`src/rtl/audio_voice_arbiter.sv`:
```
// rtl/audio_voice_arbiter.sv - fixed-priority voice arbiter feeding stereo channel sinks
// Optional macro AUDIO_ARB_SILENCE_EN: emit zero sample pairs while no voice is granted.
module audio_voice_arbiter #(
  parameter int NUM_VOICES = 4,
  parameter int DATA_W     = 16,
  parameter int SEL_W      = 2
) (
  input  logic                         clk_clk,
  input  logic                         reset_reset_n,
  input  logic [NUM_VOICES*DATA_W-1:0] voice_data,
  input  logic [NUM_VOICES-1:0]        voice_valid,
  input  logic [NUM_VOICES-1:0]        voice_last,
  output logic [NUM_VOICES-1:0]        voice_ready,
  input  logic [2:0]                   volume_shift,
  output logic [DATA_W-1:0]            left_data,
  output logic                         left_valid,
  input  logic                         left_ready,
  output logic [DATA_W-1:0]            right_data,
  output logic                         right_valid,
  input  logic                         right_ready,
  output logic [SEL_W-1:0]             active_voice,
  output logic                         busy
);

  typedef enum logic [1:0] {ST_IDLE, ST_LOAD, ST_SEND} state_t;

  state_t              r_state;
  state_t              w_next;
  logic [SEL_W-1:0]    r_grant;
  logic                r_busy;
  logic [DATA_W-1:0]   r_sample;
  logic                r_last;
  logic                r_lv;
  logic                r_rv;

  logic                w_any_valid;
  logic [SEL_W-1:0]    w_pick;
  logic                w_gvalid;
  logic                w_glast;
  logic [DATA_W-1:0]   w_gdata;
  logic [DATA_W-1:0]   w_shifted;
  logic                w_pair_done;

  // Descending scan so the lowest-index requester wins.
  always_comb begin
    w_any_valid = |voice_valid;
    w_pick      = '0;
    for (int i = NUM_VOICES - 1; i >= 0; i--) begin
      if (voice_valid[i]) w_pick = SEL_W'(i);
    end
  end

  always_comb begin
    w_gvalid = 1'b0;
    w_glast  = 1'b0;
    w_gdata  = '0;
    for (int i = 0; i < NUM_VOICES; i++) begin
      if (r_grant == SEL_W'(i)) begin
        w_gvalid = voice_valid[i];
        w_glast  = voice_last[i];
        w_gdata  = voice_data[i*DATA_W +: DATA_W];
      end
    end
  end

  assign w_shifted   = $signed(w_gdata) >>> volume_shift;
  // A channel is done once its valid has dropped or is being accepted this cycle.
  assign w_pair_done = (!r_lv || left_ready) && (!r_rv || right_ready);

  always_ff @(posedge clk_clk or negedge reset_reset_n) begin
    if (!reset_reset_n) r_state <= ST_IDLE;
    else                r_state <= w_next;
  end

  always_comb begin
    w_next = r_state;
    case (r_state)
      ST_IDLE: begin
        if (w_any_valid) w_next = ST_LOAD;
`ifdef AUDIO_ARB_SILENCE_EN
        else             w_next = ST_SEND;
`endif
      end
      ST_LOAD: if (w_gvalid) w_next = ST_SEND;
      ST_SEND: if (w_pair_done) w_next = r_last ? ST_IDLE : ST_LOAD;
      default: w_next = ST_IDLE;
    endcase
  end

  always_comb begin
    voice_ready = '0;
    if (r_state == ST_LOAD) begin
      for (int i = 0; i < NUM_VOICES; i++) begin
        voice_ready[i] = (r_grant == SEL_W'(i));
      end
    end
  end

  always_ff @(posedge clk_clk or negedge reset_reset_n) begin
    if (!reset_reset_n) begin
      r_grant  <= '0;
      r_busy   <= 1'b0;
      r_sample <= '0;
      r_last   <= 1'b0;
      r_lv     <= 1'b0;
      r_rv     <= 1'b0;
    end else begin
      case (r_state)
        ST_IDLE: begin
          if (w_any_valid) begin
            r_grant <= w_pick;
            r_busy  <= 1'b1;
          end
`ifdef AUDIO_ARB_SILENCE_EN
          else begin
            r_sample <= '0;
            r_last   <= 1'b1;
            r_lv     <= 1'b1;
            r_rv     <= 1'b1;
          end
`endif
        end
        ST_LOAD: begin
          if (w_gvalid) begin
            r_sample <= w_shifted;
            r_last   <= w_glast;
            r_lv     <= 1'b1;
            r_rv     <= 1'b1;
          end
        end
        ST_SEND: begin
          if (r_lv && left_ready)   r_lv <= 1'b0;
          if (r_rv && right_ready)  r_rv <= 1'b0;
          if (w_pair_done && r_last) r_busy <= 1'b0;
        end
        default: ;
      endcase
    end
  end

  assign left_data    = r_sample;
  assign right_data   = r_sample;
  assign left_valid   = r_lv;
  assign right_valid  = r_rv;
  assign active_voice = r_grant;
  assign busy         = r_busy;

endmodule

```
`config.mk`:
```
export PLATFORM = sky130hd
export DESIGN_NAME = audio_voice_arbiter
export DESIGN_NICKNAME = d
export VERILOG_FILES = /design/src/rtl/audio_voice_arbiter.sv
export SDC_FILE = /design/constraint.sdc
export NUM_CORES = 1
export LEC_CHECK = 0
export CAP_MARGIN = 20
export CORE_MARGIN = 2
export CORE_UTILIZATION = 44
export DETAILED_ROUTE_END_ITERATION = 16
export PLACE_DENSITY = 0.95
export SYNTH_ARGS = -nofsm -noshare
export SYNTH_HDL_FRONTEND = slang
export SYNTH_SLANG_ARGS = --single-unit
```
`constraint.sdc`:
```
create_clock -name clk_clk -period 5.4 [get_ports clk_clk]
set_input_delay 1.08 -clock clk_clk [delete_from_list [all_inputs] [get_ports clk_clk]]
set_output_delay 1.08 -clock clk_clk [all_outputs]
set_load 0.005 [all_outputs]
```
==> results of run 1 <==
[area by class of cell]
cell class              instances  area (um^2)  share of cell area, %
repair buffers                122         1250                   35.2
well taps                      70         87.6                   2.46
clock buffers                   4         45.0                   1.27
inverters                       7         26.3                  0.739
multi-input cells             169         1540                   43.4
flip-flops and latches         24          602                   16.9
[sequential cells by signal, indices dropped and copies added, names as in the netlist]
name          count
left_data        16
active_voice      2
r_state           2
busy              1
left_valid        1
r_last            1
right_valid       1
[per-stage QoR]
step                power, W  worst slack (ns)  util (%)  cells
floorplan            0.00108              2.89         -    232
global placement     0.00139              1.70      66.7    389
detailed placement   0.00143              1.62      66.7    389
CTS                  0.00154              1.73      67.6    393
global route         0.00168              1.49      68.7    396
finish               0.00156              1.74      68.7    396
[cells in the final DEF, fill, tap and decap left out, types with 2 or more instances in the layout]
cell type	n
inv_1	6
nor3_1	3
a21oi_1	7
nand2b_1	5
a22oi_1	2
nand2_1	22
mux2_2	9
a211oi_1	2
dfrtp_1	23
mux4_2	28
and2_1	2
mux2i_1	14
and3_1	3
clkbuf_8	3
o41ai_1	2
nand3_1	5
o2111ai_1	2
nor2b_1	5
o21ai_0	15
clkdlybuf4s50_1	119
nor2_1	17
a211o_1	3
a221o_1	5
[routing by layer]
metal,routed length (um),global-route usage [%],vias to the layer above,share of wire (%)
li1,-,-,1067,-
met1,2700,30.6,1135,38
met2,3560,40.3,181,50
met3,671,4.42,22,9.5
met4,168,7.50,0,2.4
met5,0,0,-,0
[power breakdown]
part / internal (W) / switching [W]
Clock: 0.0000526 / 0.0000528
Combinational: 0.000644 / 0.000425
Sequential: 0.000265 / 0.000122
[worst max-delay path, cell delays in order, from the launching register on]
cell             delay [ns]
dfrtp_1                0.99
clkinv_1               0.59
and3_1                 0.30
clkdlybuf4s50_1        0.44
[worst paths after layout]
path / from / endpoint / slack [ns] / depth (start not counted)
setup / recovery: active_voice[1] / voice_ready[1] / 1.74 / 3
hold reg to reg: left_data[11] / left_data[11] / 0.52 / 2
setup reg to reg: active_voice[1] / left_data[4] / 2.30 / 5
hold / removal: left_data[11] / left_data[11] / 0.52 / 2
min in group asynchronous: reset_reset_n / left_data[14] / 1.18 / 1
max in group asynchronous: reset_reset_n / left_data[2] / 3.71 / 2
[cell families after synthesis]
group | count (synthesis) | synth area share (%)
multiplexers | 52 | 37.0
AO/OA/AOI/OAI | 50 | 14.4
AND/OR/NAND/NOR | 67 | 13.3
buffers and inverters | 39 | 10.2
flip-flops | 24 | 25.2
==> out/summary.txt, run 1 <==
status: completed
placed instance area: 0.00345 mm^2
worst slack on hold paths: 0.515 ns
DRT Wirelength: 7100 um
CP arrival: 2.58 ns
Tot GR Track Use: 23.7%
register bit count reported by yosys: 24
Least-Margin Pin Slew: 0.972 ns
Clock Tree Root: clkbuf_8
vias in the first global route: 2,357
hpwl dp: 5690 um
clock buffer depth: 2
Post-Syn Area per Cell: 10.3 um^2
area grow syn2layout: 48.9%
Initial Util: 46.1%
peak supply drop: 327 uV
total gr overflow: 0
syn nets: 311
Synth area leader: mux4_2
DR vias/cell: 6.07
PostCTS Resize Cnt: 0
# diodes: 0
Clock Latency Late Sink: 0.26 ns
Cell Area, Synth: 0.00239 mm^2
Synthesis Warnings: 0
Slew HR: 35.2%
Core Area: 0.00517 mm^2
largest net degree at the start of global routing: 42
ranking of synthesized cells by area: mux4_2, dfrtp_1, mux2i_1
count of cell types in the netlist: 46
hold buffers post-CTS: 0
routed len/inst: 17.9 um
Finish-stage setup viols: 0
DR vias: 2,405
number of synthesized flops with an enable pin: 0
Leakage Power: 1.40 nW
count leader, synth: mux4_2
Detailed Route Iter0 Violations: 205
# port buffers: 119
Final Cycle Share: 67.7%
post-route cell area: 0.00355 mm^2
required time worst endpoint: 4.32 ns
highest clock rate: 0.273 GHz
Die Ht: 77.6 um
FP Rows: 26
crit end category: output port
startpoint types: flip-flop
maxcap violations: 0
commonest cells in the netlist: mux4_2, dfrtp_1, nand2_1
I/O pin total: 120
Seq/Total Area, Yosys: 25.2%
fraction of synthesized cell area taken by the top area cell type: 26.4%
# DRC: 0
ys flop type: dfrtp_1
Hold Vio Cnt, Final: 0
Gate Count Post-Synth: 232
worst clock skew: 0.00622 ns
CTS tree: done
asr flop ratio synth: 100%
pwr/cell area: 439 mW/mm^2
initial antenna violation count: 0
nets: 406
post-layout min period: 3.66 ns
setup bufs post-CTS: 0
number of routed nets with antenna violations: 0
gpl congestion: 0.880
worst hold path type: reg -> reg
die area: 0.00603 mm^2
H-tree depth: 1
CTS Sinks: 24
total clock buffers created by CTS: 3
DRT Pass-1 Iters: 4
CP max FO: 24
Die W: 77.6 um
layout cells sized above 1: 13.8%
Worst-path clk slew: 0.08 ns
global-route wire length before repair: 11,400 um
Final Max Slew Viols: 0
Sum Neg Setup Slack: 0 ns
crit path kind: reg -> out
FILL cells: 362
RSZ-0062 raised after global routing: false
No activity file was read; power rests on OpenSTA's default activity.
==> run 2, diff against run 1 <==
--- a/config.mk
+++ b/config.mk
@@ -7,9 +7,9 @@
 export LEC_CHECK = 0
 export CAP_MARGIN = 20
 export CORE_MARGIN = 2
-export CORE_UTILIZATION = 44
+export CORE_UTILIZATION = 37
 export DETAILED_ROUTE_END_ITERATION = 16
-export PLACE_DENSITY = 0.95
+export PLACE_DENSITY = 0.88
 export SYNTH_ARGS = -nofsm -noshare
 export SYNTH_HDL_FRONTEND = slang
 export SYNTH_SLANG_ARGS = --single-unit
==> constraint.sdc (replaced) <==
create_clock -name clk_clk -period 3.3 [get_ports clk_clk]
set_input_delay 0.66 -clock clk_clk [delete_from_list [all_inputs] [get_ports clk_clk]]
set_output_delay 0.66 -clock clk_clk [all_outputs]
set_load 0.005 [all_outputs]
==> run 2 against run 1 <==
Effect of this change: sequential power grew 52%; clock power increased by 88%; cell count up 2.5%; critical path depth stayed put; die area rose by 18%; global-route usage is 4.4 points lower; largest cell class unchanged.
==> out/summary.txt, run 2 (synthesized netlist as in run 1, its figures left out) <==
routed len/inst: 17.1 um
FP Rows: 29
# diodes: 0
pwr/cell area: 723 mW/mm^2
worst clock skew: 0.00144 ns
highest clock rate: 0.386 GHz
Clock Latency Late Sink: 0.26 ns
# port buffers: 119
Least-Margin Pin Slew: 0.680 ns
startpoint types: flip-flop
Finish-stage setup viols: 0
clock buffer depth: 2
Initial Util: 38.0%
CP max FO: 9
Die Ht: 84.3 um
# DRC: 0
DRT Pass-1 Iters: 5
layout cells sized above 1: 14.9%
Clock Tree Root: clkbuf_8
DR vias/cell: 5.87
CTS tree: done
Final Cycle Share: 78.4%
Final Max Slew Viols: 0
commonest non-fill, non-tap cell in the layout: clkdlybuf4s50_1
FILL cells: 510
hold buffers post-CTS: 0
initial antenna violation count: 0
Worst-path clk slew: 0.08 ns
Hold Vio Cnt, Final: 0
worst hold path endpoint: left_data[11]
Tot GR Track Use: 19.4%
DRT Wirelength: 6930 um
area grow syn2layout: 49.1%
flop2flop setup slack: 0.83 ns
required time worst endpoint: 2.64 ns
nets: 409
Most Crowded Layer GR: met2
max reg flops: 16
total clock buffers created by CTS: 3
Sum Neg Setup Slack: 0 ns
Detailed Route Iter0 Violations: 234
worst hold path type: reg -> reg
hold path startpoint: left_data[11]
H-tree depth: 1
worst reg2reg startpoint: active_voice[0]
hpwl dp: 5670 um
crit path kind: reg -> out
Slew HR: 54.5%
global-route wire length before repair: 11,200 um
CTS Sinks: 24
r2r endpoint: left_data[6]
RSZ-0062 raised after global routing: false
vias in the first global route: 2,322
Leakage Power: 1.40 nW
GR Layer Usage met2: 33.2%
CP arrival: 1.93 ns
I/O pin total: 120
gpl congestion: 0.944
status: completed
setup bufs post-CTS: 0
total gr overflow: 0
largest net degree at the start of global routing: 42
DR vias: 2,382
PostCTS Resize Cnt: 0
die area: 0.00711 mm^2
Core Area: 0.00628 mm^2
grt met3 use: 2.46%
peak supply drop: 380 uV
GR Layer Usage met1: 25.3%
placed instance area: 0.00350 mm^2
worst slack on hold paths: 0.519 ns
hold depth: 2
crit end category: output port
post-route cell area: 0.00356 mm^2
post-layout min period: 2.59 ns
Reg2Reg Depth: 6
final core occ: 56.7%
maxcap violations: 0
Die W: 84.3 um
number of routed nets with antenna violations: 0
most frequent cells in the layout: clkdlybuf4s50_1, mux4_2, dfrtp_1
## run 2: cell types whose count changed in the layout (fill, tap and decap cells not counted), sizes merged
cell  delta
buf      +3
## run 2: per-stage QoR
step / std cells / setup WS, ns / total power (W)
after floorplan: 232 / 1.21 / 0.00176
after global placement: 402 / 0.571 / 0.00233
after detailed placement: 402 / 0.486 / 0.00238
after CTS: 406 / 0.695 / 0.00259
after global routing: 406 / 0.591 / 0.00275
final: 406 / 0.712 / 0.00257
## run 2: per-layer routing
metal | vias to the layer above | share of wire [%]
met5 | - | 0
met2 | 145 | 51
met4 | 0 | 2.7
met1 | 1150 | 39
li1 | 1069 | -
met3 | 18 | 8.1
## run 2: where the power goes
group	total (W)	internal [W]	switching (W)
Sequential	0.000590	0.000435	0.000155
Clock	0.000197	0.000106	0.0000902
Combinational	0.00179	0.00105	0.000742
## run 2: worst max-delay path: stages, from the launching register on
cell             delay [ns]
dfrtp_1                0.55
clkinv_1               0.40
and3_1                 0.27
clkdlybuf4s50_1        0.44
## run 2: worst max-delay path by stage
stage                               start             end  slack, ns  cells past startpoint
after floorplan            voice_valid[3]    left_data[4]       1.21                      6
after global placement    volume_shift[1]    left_data[6]       0.57                      7
after detailed placement  volume_shift[1]    left_data[6]       0.49                      7
after CTS                 active_voice[1]  voice_ready[1]       0.69                      3
after global routing      active_voice[1]  voice_ready[1]       0.59                      3
final                     active_voice[1]  voice_ready[1]       0.71                      3
## run 2: layout make-up
cell class	count	area (um^2)	share of cell area (%)
clock buffer	4	55.1	1.55
inverter	7	26.3	0.738
multi-input combinational	169	1540	43.4
sequential	24	602	16.9
tap	77	96.3	2.71
timing repair buffer	125	1240	34.7
